[src/rtl/uctl_reset_ctrl.sv]
// USB controller reset sequencer.
// Sequences PHY, core and SIE resets from POR, soft and bus resets.
module uctl_reset_ctrl #(
   parameter int PHY_HOLD  = 16,
   parameter int LOCK_TO   = 1024,
   parameter int CORE_DLY  = 8,
   parameter int SOFT_HOLD = 8,
   parameter int BUS_HOLD  = 4,
   parameter int CNT_W     = 11
) (
   input  logic       clk,
   input  logic       uctl_PoRst_n,
   input  logic       sync_rst_n,
   input  logic       soft_rst_req,
   input  logic       usb_bus_rst,
   input  logic       phy_pll_lock,
   output logic       phy_rst_n,
   output logic       core_rst_n,
   output logic       sie_rst_n,
   output logic       rst_busy,
   output logic       lock_err,
   output logic [1:0] rst_cause
);

   typedef enum logic [2:0] {
      S_POR,
      S_PHY_WAIT,
      S_CORE_DLY,
      S_RUN,
      S_SOFT,
      S_BUS
   } state_e;

   localparam logic [CNT_W-1:0] PHY_LAST  = CNT_W'(PHY_HOLD - 1);
   localparam logic [CNT_W-1:0] LOCK_LAST = CNT_W'(LOCK_TO - 1);
   localparam logic [CNT_W-1:0] CORE_LAST = CNT_W'(CORE_DLY - 1);
   localparam logic [CNT_W-1:0] SOFT_LAST = CNT_W'(SOFT_HOLD - 1);
   localparam logic [CNT_W-1:0] BUS_LAST  = CNT_W'(BUS_HOLD - 1);
   localparam logic [CNT_W-1:0] CNT_ONE   = CNT_W'(1);

   state_e           state_q, state_d;
   logic [CNT_W-1:0] cnt_q, cnt_d;
   logic             phy_q, phy_d;
   logic             core_q, core_d;
   logic             sie_q, sie_d;
   logic             busy_q, busy_d;
   logic             lock_err_q, lock_err_d;
   logic [1:0]       cause_q, cause_d;
   // seq_soft_q remembers whether the running core sequence came from a soft reset
   logic             seq_soft_q, seq_soft_d;

   // Next-state, counter and reset-output logic
   always_comb begin
      state_d    = state_q;
      cnt_d      = cnt_q;
      phy_d      = phy_q;
      core_d     = core_q;
      sie_d      = sie_q;
      lock_err_d = lock_err_q;
      cause_d    = cause_q;
      seq_soft_d = seq_soft_q;
      if (!sync_rst_n) begin
         state_d = S_POR;
         cnt_d   = '0;
         phy_d   = 1'b0;
         core_d  = 1'b0;
         sie_d   = 1'b0;
      end else begin
         unique case (state_q)
            S_POR: begin
               if (cnt_q == PHY_LAST) begin
                  phy_d      = 1'b1;
                  cnt_d      = '0;
                  seq_soft_d = 1'b0;
                  state_d    = S_PHY_WAIT;
               end else begin
                  cnt_d = cnt_q + CNT_ONE;
               end
            end
            S_PHY_WAIT: begin
               if (phy_pll_lock) begin
                  cnt_d   = '0;
                  state_d = S_CORE_DLY;
               end else if (cnt_q == LOCK_LAST) begin
                  lock_err_d = 1'b1;
                  cnt_d      = '0;
                  state_d    = S_CORE_DLY;
               end else begin
                  cnt_d = cnt_q + CNT_ONE;
               end
            end
            S_CORE_DLY: begin
               if (cnt_q == CORE_LAST) begin
                  core_d  = 1'b1;
                  sie_d   = 1'b1;
                  cnt_d   = '0;
                  cause_d = seq_soft_q ? 2'b01 : 2'b00;
                  state_d = S_RUN;
               end else begin
                  cnt_d = cnt_q + CNT_ONE;
               end
            end
            S_RUN: begin
               if (soft_rst_req) begin
                  core_d  = 1'b0;
                  sie_d   = 1'b0;
                  cnt_d   = '0;
                  state_d = S_SOFT;
               end else if (usb_bus_rst) begin
                  sie_d   = 1'b0;
                  cnt_d   = '0;
                  state_d = S_BUS;
               end
            end
            S_SOFT: begin
               if (cnt_q == SOFT_LAST) begin
                  cnt_d      = '0;
                  seq_soft_d = 1'b1;
                  state_d    = S_CORE_DLY;
               end else begin
                  cnt_d = cnt_q + CNT_ONE;
               end
            end
            S_BUS: begin
               if (soft_rst_req) begin
                  core_d  = 1'b0;
                  sie_d   = 1'b0;
                  cnt_d   = '0;
                  state_d = S_SOFT;
               end else if (cnt_q == BUS_LAST) begin
                  if (!usb_bus_rst) begin
                     sie_d   = 1'b1;
                     cnt_d   = '0;
                     cause_d = 2'b10;
                     state_d = S_RUN;
                  end
               end else begin
                  cnt_d = cnt_q + CNT_ONE;
               end
            end
            default: begin
               state_d = S_POR;
               cnt_d   = '0;
               phy_d   = 1'b0;
               core_d  = 1'b0;
               sie_d   = 1'b0;
            end
         endcase
      end
      busy_d = (state_d != S_RUN);
   end

   // State and output registers, cleared by the power-on reset
   always_ff @(posedge clk or negedge uctl_PoRst_n) begin
      if (!uctl_PoRst_n) begin
         state_q    <= S_POR;
         cnt_q      <= '0;
         phy_q      <= 1'b0;
         core_q     <= 1'b0;
         sie_q      <= 1'b0;
         busy_q     <= 1'b1;
         lock_err_q <= 1'b0;
         cause_q    <= 2'b00;
         seq_soft_q <= 1'b0;
      end else begin
         state_q    <= state_d;
         cnt_q      <= cnt_d;
         phy_q      <= phy_d;
         core_q     <= core_d;
         sie_q      <= sie_d;
         busy_q     <= busy_d;
         lock_err_q <= lock_err_d;
         cause_q    <= cause_d;
         seq_soft_q <= seq_soft_d;
      end
   end

   assign phy_rst_n  = phy_q;
   assign core_rst_n = core_q;
   assign sie_rst_n  = sie_q;
   assign rst_busy   = busy_q;
   assign lock_err   = lock_err_q;
   assign rst_cause  = cause_q;

endmodule
[config.mk]
export PLATFORM = sky130hd
export DESIGN_NAME = uctl_reset_ctrl
export DESIGN_NICKNAME = d
export VERILOG_FILES = /design/src/rtl/uctl_reset_ctrl.sv
export SDC_FILE = /design/constraint.sdc
export NUM_CORES = 1
export LEC_CHECK = 0
export BUFFER_PORTS_ARGS = -buffer_cell sky130_fd_sc_hd__buf_2
export CAP_MARGIN = 20
export CORE_MARGIN = 2
export CORE_UTILIZATION = 52
export CTS_CLUSTER_SIZE = 30
export DETAILED_ROUTE_END_ITERATION = 8
export PLACE_DENSITY = 0.84
export SYNTH_ARGS = -nofsm -noshare
export SYNTH_HDL_FRONTEND = slang
export SYNTH_SLANG_ARGS = --single-unit
[constraint.sdc]
create_clock -name clk -period 2.3 [get_ports clk]
set_clock_uncertainty 0.1 [all_clocks]
set_input_delay 0 -clock clk [delete_from_list [all_inputs] [get_ports clk]]
set_output_delay 0 -clock clk [all_outputs]
set_load 0.01 [all_outputs]
**Yosys cells after proc, flatten, opt, wreduce, memory -nomap -nowiden**

Cells that the tools add are included.

- Bits in registers: 22
- Bits in latches: 0
- RAM bits: 0
- ROM bits: 0
- Output and inout port bits: 7
- Logic and storage cells: 95
- Memories: 0

- $add $sub $neg: 1
- Multiply operators: 0
- Div/mod/pow operators: 0
- $lt $le $gt $ge: 0
- Equality and inequality tests: 25
- Shift operators: 0
- Multiplexer cells: 45
- Bitwise operators: 1
- Reductions and logical operators: 14

Operator list:

| kind | count |
|---|---|
| $mux 11 | 10 |
| $pmux 11 s5 | 1 |
| $mux 3 | 11 |
| $pmux 3 s6 | 1 |
| $ne 2x2->1 const B | 8 |
| $mux 1 | 13 |
| $ne 4x4->1 const B | 3 |
| $add 11x1->11 const B | 1 |
| $eq 11x10->1 const B | 1 |
| $eq 11x2->1 const B | 1 |
| $eq 11x3->1 const B | 1 |
| $eq 11x4->1 const B | 1 |
| $mux 2 | 4 |
| $reduce_and 4->1 | 2 |
| $eq 3x2->1 const B | 2 |
| $eq 3x3->1 const B | 2 |
| $ne 3x2->1 const B | 2 |
| $ne 3x3->1 const B | 2 |
| $reduce_and 6->1 | 1 |
| $ne 5x5->1 const B | 1 |
| $reduce_and 5->1 | 1 |
| $reduce_or 5->1 | 1 |
| $pmux 1 s2 | 2 |
| $pmux 1 s4 | 1 |
| other kinds (10) | 13 |

**Longest topological paths before layout**

Gate-level depths: netlist (run 1).

- Depth in word-level cells: 6
- Depth in mapped cells: 9
- Depth with buffers taken out: 7

**Worst setup path after synthesis (run 1)**

OpenSTA, ideal clock, no wires.

- Kind: reg-to-reg
- Start point: reg cnt_q[0]
- End point: reg cnt_q[4]
- Library setup time: 0.082 ns
- Arrival time: 1.982 ns
- Data required time: 2.118 ns
- Slack: 0.136 ns
- Cell stages (with the launch flop): 10
- Path buffers: 2
- Path through: dfrtp_1 -> ha_1 -> nor2b_1 -> and3_1 -> buf_2 -> a221o_1 -> a31oi_4 -> buf_6 -> nand2_1 -> a31oi_1

- Cells in the longest elaborated chain, start to end: 5
- Elaborated cells between the ends (all ways): 15
- Those cells by class: add/sub (1); eq/ne (5); mux (8); reduce/logical (1)

RTL lines:

| what | line | source |
|---|---|---|
| start, declared | 42 | `logic [CNT_W-1:0] cnt_q, cnt_d;` |
| start signal, assigned | 167 | `cnt_q <= cnt_d;` |
| $add 11x1->11, or another cell as far along | - |  |
| $mux 11, on equally long branches | 130, 84 |  |
| $mux 11, on equally long branches | 125, 81 |  |
| $pmux 11 s5 | 69 | `unique case (state_q)` |
| $mux 11 | 62 | `if (!sync_rst_n) begin` |

Several ways; a longest one is shown, not always the timed one.
A chain may end at the register's enable or synchronous reset.

**Worst setup path in the final report (run 1)**

- Start point: reg cnt_q[0]
- End point: reg cnt_q[2]

The elaborated chain is that of the path after synthesis.

==> results.ini, run 1 <==
[clocking]
cts_made_buffers = 3
numClockSinks = 22
clk_pin_slew_worst_paths_ns = 0.13
tritoncts = yes
cts_max_level = 1
clock_latency_ns = 0.32
ctsLongestPathBuffers = 2
cts_root_buf = sky130_fd_sc_hd__clkbuf_4

[synth]
synth_flop_cell = sky130_fd_sc_hd__dfrtp_1
synth.yosys.warnings = 0
synth_seq_cells = 22
ys_async_sr_fraction_pct = 100
synth_area_per_cell_um2 = 8.31
synth_cells = 166
synthesized_area_um2 = 1380
part_of_the_yosys_area_used_for_sequential_elements_pct = 40.0
synth-edff-count = 0
synthesized_netlist_net_count = 173
synthDistinctLibCells = 45

[sta]
fmaxAchievable_mhz = 450
rsz0062_at_grt = true
final-hold-violation-count = 0
post-route-worst-setup-slack_ns = 0.0781
final.hold.worst_slack_ns = 0.0570
tightestPinTransition_ns = 0.613
finalSetupViolations = 0
timing.final.crit_share_pct = 96.6
slew_headroom_pct = 58.5
timing.final.max_slew_violations = 0
timing.final.crit_period_ns = 2.22

[critical_path]
critPathArrivalTime_ns = 2.37
cp_slowest_stage_delay_ns = 0.46
critical_path_peak_fanout = 7
crit_path_start_kind = flop
crit_path_top_delay_cell = sky130_fd_sc_hd__a221o_2
flop2flop_setup_slack_ns = 0.08
critPathRequiredTime_ns = 2.44
worstPathCellList = ha_2, nor2b_1, and3_1, a221o_2, a31oi_4, a21oi_1, a31oi_1
timing_worst_setup_path_type = reg -> reg
end_kind = flop
rr_startpoint = cnt_q[0]
crit-reg2reg-capture = cnt_q[2]
ff2ff_path_depth = 7

[routing]
vias = 1354
number_of_drc_violations_after_detailed_routing = 0
drt.antenna.violating_nets = 0
wl_per_cell_um = 15.9
detail_route.vias_per_cell = 6.21
route.final.wire_length_um = 3470
initial_drc_count = 74
drtPass1Iterations = 4

[die]
die_w_um = 55.5
row_count = 18
die_area_um2 = 3080
core_area_um2 = 2500
floorplan.initialDensity_pct = 55.2
design.portCount = 13
die_h_um = 55.5

[global_route]
antenna_violations_before_repair = 0
grt_use_total_pct = 22.3
grt_max_degree = 23
number_of_global_route_vias_before_repair = 1283
grt_first_pass_wirelength_um = 5660
overflow = 0

[place]
place.detailed.hpwl_um = 2340
dpl-instance-area_um2 = 1500
placement.io_buffers = 12
gpl.final_weighted_congestion = 0.863
pre_cts_slack_ns = 0.0631

[min_path]
worstHoldPathType = in -> reg
holdPathEnd = state_q[2]
hold_path.startpoint = usb_bus_rst
hold_depth = 5

[finish]
final.fill_count = 210
antennaDiodeCount = 0
final_cell_area_um2 = 1630
areaGrowthSynthToFinish_pct = 18.2
multiInputGateArea_um2 = 831
fin_nets = 196
seq_area_um2 = 552
post_route_cells_drive_above_1_share_pct = 22.9

[power]
leakagePower_nw = 0.713
vdd_drop_max_mv = 0.426
power_per_cell_area_nw_per_um2 = 574

[run]
timing.max_cap.violations = 0

[status]
result_of_the_run = finished, final reports clean

power by group:
group	total [W]	internal (W)	switching, W
combinational	0.000267	0.000120	0.000147
clock	0.000195	0.0000679	0.000127
sequential	0.000474	0.000427	0.0000470
critical path, delay by kind of cell (launching register included):
| kind | cells | cell delay (ns) |
|---|---|---|
| AND/OR/NAND/NOR | 2 | 0.35 |
| AO/OA/AOI/OAI | 4 | 1.06 |
| flip-flops | 1 | 0.43 |
| adder cells (fa/ha/maj) | 1 | 0.22 |
how the worst max path moves through the flow:
stage	startpoint	endpoint	slack [ns]	cells after the start
after global routing	cnt_q[0]	cnt_q[2]	-0.03	7
after CTS	cnt_q[0]	cnt_q[8]	0.04	7
final	cnt_q[0]	cnt_q[2]	0.08	7
after detailed placement	cnt_q[0]	cnt_q[2]	0.06	7
after global placement	cnt_q[0]	cnt_q[5]	0.16	7
after floorplan	cnt_q[0]	cnt_q[4]	0.14	9
cell families after synthesis:
kind of cell / Yosys count / share of synthesized area (%)
flip-flops: 22 / 40.0
AO/OA/AOI/OAI: 50 / 23.7
adder cells (fa/ha/maj): 1 / 0.907
AND/OR/NAND/NOR: 79 / 29.7
XOR/XNOR: 1 / 0.635
multiplexers: 1 / 0.817
buffers and inverters: 12 / 4.27
synth_stat cells (2+ instances only):
cell type	number	area share, %
sky130_fd_sc_hd__nand2b_1	8	3.6
sky130_fd_sc_hd__a22o_1	2	1.3
sky130_fd_sc_hd__nor3_1	4	1.5
sky130_fd_sc_hd__a31oi_1	9	4.1
sky130_fd_sc_hd__inv_1	3	0.82
sky130_fd_sc_hd__nor2_1	19	5.2
sky130_fd_sc_hd__nor4_1	3	1.4
sky130_fd_sc_hd__and3_1	4	1.8
sky130_fd_sc_hd__o21ai_0	4	1.5
sky130_fd_sc_hd__nand2_1	18	4.9
sky130_fd_sc_hd__nor2b_1	2	0.91
sky130_fd_sc_hd__nand3_1	11	4.0
sky130_fd_sc_hd__o21ai_1	2	0.73
sky130_fd_sc_hd__clkbuf_1	5	1.4
sky130_fd_sc_hd__buf_2	2	0.73
sky130_fd_sc_hd__a21oi_1	21	7.6
sky130_fd_sc_hd__dfrtp_1	21	38
flip-flops by register name, indices dropped and copies added (netlist names):
signal and cells:
seq_soft_q 1, state_q 3, phy_rst_n 1, rst_cause 2, core_rst_n 1, cnt_q 11
rst_busy 1, sie_rst_n 1, lock_err 1
routing by layer:
| layer | vias to the layer above | part of all wire [%] | GRT usage [%] |
|---|---|---|---|
| met3 | 6 | 7.1 | 4.22 |
| met5 | - | 0 | 0 |
| met2 | 59 | 49 | 36.2 |
| met1 | 633 | 42 | 28.6 |
| met4 | 0 | 1.7 | 10.8 |
| li1 | 656 | - | - |
cells in the final DEF (no fill, tap or decap), types with 4 or more instances in the layout:
cell	instances
sky130_fd_sc_hd__a21oi_1	21
sky130_fd_sc_hd__dfrtp_1	21
sky130_fd_sc_hd__nor2_1	19
sky130_fd_sc_hd__nand2_1	18
sky130_fd_sc_hd__buf_2	12
sky130_fd_sc_hd__nand3_1	11
sky130_fd_sc_hd__buf_4	11
sky130_fd_sc_hd__a31oi_1	8
sky130_fd_sc_hd__nand2b_1	7
sky130_fd_sc_hd__and3_1	4
sky130_fd_sc_hd__o21ai_0	4
layout make-up:
type	count	share of cell area, %
Tap cell	30	2.30
Clock buffer	4	1.61
Sequential cell	22	33.8
Multi-Input combinational cell	133	51.0
Timing Repair Buffer	26	10.6
Inverter	3	0.691
stage by stage:
step,std cells,utilization [%],TNS (ns),power [W]
6_report,218,65.2,0,0.000936
5_1_grt,218,65.2,-0.0515,0.000983
4_1_cts,215,62.1,0,0.000898
3_5_place_dp,208,59.9,0,0.000708
3_3_place_gp,208,59.9,0,0.000692
2_1_floorplan,166,-,0,0.000631
what timing repair did:
item,in CTS,in global routing
buffers inserted,0,2
hold buffers,3,0
setup endpoints to repair,1,10
pin swaps,1,5
endpoints found under the hold margin,30,0
cloned,0,1
gates resized for setup,0,10
Note: power is estimated with default switching activity, not from simulation.
==> run 2, diff against run 1 <==
CORE_MARGIN = not set   (was 2)
==> run 2 against run 1 <==
Register-to-register slack improved by 0.02 ns. Sequential power rose by 3%. Utilization fell by 1.3 points. Cell area fell by 2.0%. Clock power rose by 7%. Sequential share of layout area rose by 0.69 points. Non-clock buffer count fell by 3. First-iteration DRC count fell by 19%. Cell count fell by 1.4%. Critical path depth did not move. Critical endpoint unchanged.
==> results.ini, run 2 (same netlist as run 1, synthesis figures left out) <==
[status]
result_of_the_run = finished, final reports clean

[global_route]
grt.busiest_layer = met2
gr-usage-met3_pct = 6.32  ; +2.1 points
groute.layer.met2.usage_pct = 39.2  ; +2.9 points
gr-usage-met1_pct = 29.6  ; +1.1 points
number_of_global_route_vias_before_repair = 1113  ; -13%
overflow = 0  ; unchanged
grt_max_degree = 23  ; unchanged
grt_use_total_pct = 23.6  ; +1.2 points
grt_first_pass_wirelength_um = 4860  ; -14%
antenna_violations_before_repair = 0  ; unchanged

[sta]
tightestPinTransition_ns = 0.639  ; +0.0256 ns
finalSetupViolations = 0  ; unchanged
timing.final.crit_period_ns = 2.20  ; -0.0228 ns
final-hold-violation-count = 0  ; unchanged
rsz0062_at_grt = true
timing.final.max_slew_violations = 0  ; unchanged
slew_headroom_pct = 56.8  ; -1.7 points
fmaxAchievable_mhz = 455  ; +1.0%
timing.final.crit_share_pct = 95.6  ; -0.99 points
final.setup.tns_ns = 0  ; unchanged
post-route-worst-setup-slack_ns = 0.101  ; +0.0228 ns

[die]
design.portCount = 13  ; unchanged
row_count = 18  ; unchanged
floorplan.initialDensity_pct = 55.2  ; unchanged
die_area_um2 = 2860  ; -7.1%
die_h_um = 53.5  ; -3.6%
die_w_um = 53.5  ; -3.6%
core_area_um2 = 2500  ; unchanged

[clocking]
cts_root_buf = sky130_fd_sc_hd__clkbuf_4
numClockSinks = 22  ; unchanged
tritoncts = yes
clock_latency_ns = 0.31  ; about the same
cts_max_level = 1  ; unchanged
clk_pin_slew_worst_paths_ns = 0.12  ; about the same
cts_made_buffers = 3  ; unchanged
ctsLongestPathBuffers = 2  ; unchanged

[routing]
initial_drc_count = 60  ; -19%
drtPass1Iterations = 4  ; unchanged
number_of_drc_violations_after_detailed_routing = 0  ; unchanged
drt.antenna.violating_nets = 0  ; unchanged
vias = 1337  ; -1.3%
route.final.wire_length_um = 3300  ; -5.1%
detail_route.vias_per_cell = 6.22  ; +0.12%
wl_per_cell_um = 15.3  ; -3.8%

[critical_path]
crit_path_start_kind = flop
crit-reg2reg-capture = cnt_q[2]
rr_startpoint = cnt_q[0]
critPathArrivalTime_ns = 2.34  ; -0.03 ns
end_kind = flop
critPathRequiredTime_ns = 2.44  ; about the same
flop2flop_setup_slack_ns = 0.10  ; +0.02 ns
timing_worst_setup_path_type = reg -> reg
ff2ff_path_depth = 7  ; unchanged
critical_path_peak_fanout = 6  ; -1

[power]
design_power_total_w = 0.000922  ; -1.5%
leakagePower_nw = 0.706  ; -1.1%
power_per_cell_area_nw_per_um2 = 577  ; +0.53%
vdd_drop_max_mv = 0.551  ; +29%

[finish]
post_route_cells_drive_above_1_share_pct = 20.0  ; -2.9 points
final_cells = 215  ; -1.4%
fin_nets = 193  ; -1.5%
final_cell_mix = sky130_fd_sc_hd__a21oi_1 (21), sky130_fd_sc_hd__dfrtp_1 (21), sky130_fd_sc_hd__nor2_1 (19)
antennaDiodeCount = 0  ; unchanged
max_flop_register = cnt_q
areaGrowthSynthToFinish_pct = 15.9
largest_register_ffs = 11  ; unchanged
final_cell_area_um2 = 1600  ; -2.0%

[min_path]
worstHoldPathType = in -> async

[place]
gpl.final_weighted_congestion = 0.912  ; +5.7%
placement.io_buffers = 12  ; unchanged
place.detailed.hpwl_um = 2280  ; -2.6%
pre_cts_slack_ns = 0.0907  ; +0.0276 ns
dpl-instance-area_um2 = 1490  ; -0.50%
placed_insts = 207  ; -0.48%

[run]
timing.max_cap.violations = 0  ; unchanged

-- run 2: how the worst max path moves through the flow --
stage                     slack (ns)        to      from  cells after the start
after global placement          0.16  cnt_q[4]  cnt_q[0]                      7
after detailed placement        0.09  cnt_q[3]  cnt_q[0]                      7
after CTS                       0.04  cnt_q[2]  cnt_q[0]                      7
after global routing           -0.01  cnt_q[8]  cnt_q[0]                      7
after floorplan                 0.14  cnt_q[4]  cnt_q[0]                      9
final                           0.10  cnt_q[2]  cnt_q[0]                      7
-- run 2: area by class of cell --
class | count | area (um^2)
multi-input combinational | 133 | 811
tap | 30 | 37.5
inverter | 3 | 11.3
timing repair buffer | 23 | 150
fill | 200 | 902
clock buffer | 4 | 36.3
sequential | 22 | 552
-- run 2: repair_timing --
item	in CTS	in global routing
endpoints found under the setup margin	0	11
resized for setup	0	5
endpoints found under the hold margin	30	0
buffers inserted	0	0
hold buffers	3	0
-- run 2: per-stage QoR --
stage / hold WS [ns] / util [%]
4_1_cts: 0.0631 / 62.2
2_1_floorplan: -0.396 / -
5_1_grt: 0.0812 / 63.9
6_report: 0.0646 / 63.9
3_3_place_gp: -0.119 / 59.6
3_5_place_dp: -0.114 / 59.6
-- run 2: layer usage --
metal	part of all wire (%)	wire (um)
met4	0.88	29
met1	44	1460
met2	49	1620
met5	0	0
met3	5.5	181
-- run 2: critical path, stage by stage (launching register included) --
cell and delay (ns):
sky130_fd_sc_hd__dfrtp_1 0.42, sky130_fd_sc_hd__ha_1 0.26, sky130_fd_sc_hd__nor2b_1 0.17, sky130_fd_sc_hd__and3_1 0.20
sky130_fd_sc_hd__a221o_1 0.40, sky130_fd_sc_hd__a31oi_2 0.30, sky130_fd_sc_hd__nand2b_1 0.10, sky130_fd_sc_hd__a31oi_1 0.17
-- run 2: where the power goes --
group / leakage (nW) / switching, W / internal, W
logic: 0.385 / 0.000124 / 0.0000995
registers: 0.299 / 0.0000629 / 0.000427
clock network: 0.0210 / 0.000112 / 0.0000967
==> run 3, diff against run 2 <==
CORE_ASPECT_RATIO = 1.5   (was not set)
clock period = 1.84 ns   (was 2.3 ns; I/O delays follow)
==> run 3 against run 2 <==
The flow now finishes with violations (design-rule violations, negative setup slack). First-iteration DRC count increased by 38%. Register-to-register slack worse by 0.40 ns. Power up 45%. Setup slack worse by 0.40 ns. Cell count is 16% higher. Flip-flop and latch count stayed put. Combinational power up 120%. Die area rose by 0.14%. Maximum frequency is 2.7% higher. Wire length grew 39%. Utilization rose by 18 points. Clock-buffer cell count unchanged.
==> results.ini, run 3 (same netlist as run 1, synthesis figures left out) <==
[sta]
timing.final.crit_share_pct = 116  ; +21 points
post-route-worst-setup-slack_ns = -0.301  ; -0.401 ns
timing.final.max_slew_violations = 0  ; unchanged
tightestPinTransition_ns = 0.635  ; -0.00433 ns
timing.final.crit_period_ns = 2.14  ; -0.0585 ns
final-hold-violation-count = 0  ; unchanged
rsz0062_at_grt = true
final.setup.tns_ns = -3.44  ; -3.44 ns
fmaxAchievable_mhz = 467  ; +2.7%
slew_headroom_pct = 57.7  ; +0.89 points
finalSetupViolations = 17  ; +17

[global_route]
overflow = 0  ; unchanged
number_of_global_route_vias_before_repair = 1586  ; +42%
grt_use_total_pct = 31.5  ; +7.9 points
antenna_violations_before_repair = 0  ; unchanged
grt_max_degree = 23  ; unchanged
grt_first_pass_wirelength_um = 6760  ; +39%

[min_path]
worstHoldPathType = in -> async

[place]
placement.io_buffers = 12  ; unchanged
dpl-instance-area_um2 = 1790  ; +20%
gpl.final_weighted_congestion = 0.968  ; +6.1%
place.detailed.hpwl_um = 3100  ; +36%
pre_cts_slack_ns = -0.261  ; -0.351 ns

[power]
cellInternalPower_w = 0.000884  ; +42%
clk_pwr_share_pct = 17.7  ; -5.0 points
vdd_drop_max_mv = 0.699  ; +27%
leakagePower_nw = 0.929  ; +32%
seq_power_share_pct = 45.4  ; -7.7 points
switching_share_pct = 34.1  ; +1.6 points
p_sw_w = 0.000457  ; +53%
power_per_cell_area_nw_per_um2 = 662  ; +15%
share_comb_of_total_power_pct = 37.0  ; +13 points

[finish]
largest_register_ffs = 11  ; unchanged
max_flop_register = cnt_q
final_cell_mix = sky130_fd_sc_hd__buf_4 (47), sky130_fd_sc_hd__dfrtp_1 (19), sky130_fd_sc_hd__nor2_1 (18)
post_route_cells_drive_above_1_share_pct = 42.7  ; +23 points
fin_nets = 233  ; +21%
areaGrowthSynthToFinish_pct = 46.7
layout_commonest_cell = sky130_fd_sc_hd__buf_4
finalCoreUtilization_pct = 81.7  ; +18 points
antennaDiodeCount = 0  ; unchanged
final_cell_area_um2 = 2020  ; +27%

[routing]
drt.antenna.violating_nets = 0  ; unchanged
number_of_drc_violations_after_detailed_routing = 1  ; +1
detail_route.vias_per_cell = 6.41  ; +3.1%
vias = 1596  ; +19%
initial_drc_count = 83  ; +38%
drtPass1Iterations = 8  ; +4
wl_per_cell_um = 18.4  ; +20%
route.final.wire_length_um = 4590  ; +39%

[clocking]
clk_pin_slew_worst_paths_ns = 0.13  ; about the same
tritoncts = yes
clock_latency_ns = 0.32  ; about the same
ctsLongestPathBuffers = 2  ; unchanged
numClockSinks = 22  ; unchanged
cts_made_buffers = 3  ; unchanged
cts_root_buf = sky130_fd_sc_hd__clkbuf_4
cts_max_level = 1  ; unchanged

[critical_path]
timing_worst_setup_path_type = reg -> reg
critPathRequiredTime_ns = 1.98  ; -0.46 ns
family_with_the_most_delay_on_the_worst_path = compound AO/OA/AOI/OAI gates
cp_slowest_stage_delay_ns = 0.44  ; +0.02 ns
end_kind = flop
crit_path_start_kind = flop
critPathArrivalTime_ns = 2.28  ; -0.06 ns
crit_buf_inv = 1  ; +1
crit_path_top_delay_cell = sky130_fd_sc_hd__dfrtp_1
worstPathCellList = ha_4, nor2b_4, and3_4, a221o_1, a31oi_4, clkbuf_16, nand2_1, a31oi_1
critical_path_peak_fanout = 6  ; unchanged

[die]
design.portCount = 13  ; unchanged
floorplan.initialDensity_pct = 55.7  ; +0.50 points
die_area_um2 = 2870  ; +0.14%
die_w_um = 44.0  ; -18%
die_h_um = 65.1  ; +22%
row_count = 22  ; +4
core_area_um2 = 2480  ; -0.90%

[status]
result_of_the_run = finished, violations left
failed_checks = design-rule violations, negative setup slack

[run]
timing.max_cap.violations = 0  ; unchanged

## run 3: changes by cell type in the layout (fill, tap and decap cells not counted), sizes merged
cell	before	now
dlygate4sd3	3	2
clkbuf	4	5
a31oi	11	10
buf	20	61
## run 3: layout make-up
type                       instances  area, um^2
clock buffer                       4        26.3
fill                             158         454
inverter                           3        11.3
multi-input combinational        132         912
sequential                        22         554
tap                               24        30.0
timing repair buffer              64         489
## run 3: what timing repair did
action                                  4_1_cts  5_1_grt
endpoints found under the hold margin        28        0
gates resized for setup                       5       20
hold buffers                                  2        0
endpoints found under the setup margin       16       20
pin swaps                                     3       17
buffers inserted                              1        4
cloned                                        0        1
## run 3: metrics by stage
step / instances / total power, W / hold slack (ns)
floorplan: 166 / 0.000844 / -0.396
global placement: 237 / 0.00102 / -0.115
detailed placement: 237 / 0.00104 / -0.106
CTS: 244 / 0.00128 / 0.0195
global route: 249 / 0.00142 / 0.0493
finish: 249 / 0.00134 / 0.0505
## run 3: final timing paths
kind                              startpoint      endpoint  slack (ns)  cells past startpoint
worst max register to register      cnt_q[0]      cnt_q[4]       -0.30                      8
min in group clk                phy_pll_lock    state_q[0]        0.05                      5
worst min-delay path            uctl_PoRst_n  rst_cause[0]        0.05                      2
worst max-delay path                cnt_q[0]      cnt_q[4]       -0.30                      8
max in group asynchronous       uctl_PoRst_n    state_q[0]        1.21                      2
worst min register to register      lock_err      lock_err        0.40                      1
## run 3: layer usage
metal,up-vias,GRT usage (%),wire length (um)
li1,722,-,-
met1,773,30.3,1590
met2,71,58.8,2580
met3,30,4.46,185
met4,0,19.7,242
met5,-,0,0
## run 3: power groups by stage
stage                     Clock, W  Combinational, W  Sequential [W]
after floorplan                  0          0.000248        0.000597
after global placement           0          0.000414        0.000605
after detailed placement         0          0.000432        0.000609
after CTS                 0.000238          0.000445        0.000600
after global routing      0.000268          0.000541        0.000615
final                     0.000237          0.000495        0.000608
## run 3: worst reg2reg max path, stage by stage (launching register included)
cell	delay, ns
sky130_fd_sc_hd__dfrtp_1	0.44
sky130_fd_sc_hd__ha_4	0.19
sky130_fd_sc_hd__nor2b_4	0.14
sky130_fd_sc_hd__and3_4	0.15
sky130_fd_sc_hd__a221o_1	0.41
sky130_fd_sc_hd__a31oi_4	0.26
sky130_fd_sc_hd__clkbuf_16	0.20
sky130_fd_sc_hd__nand2_1	0.05
sky130_fd_sc_hd__a31oi_1	0.12
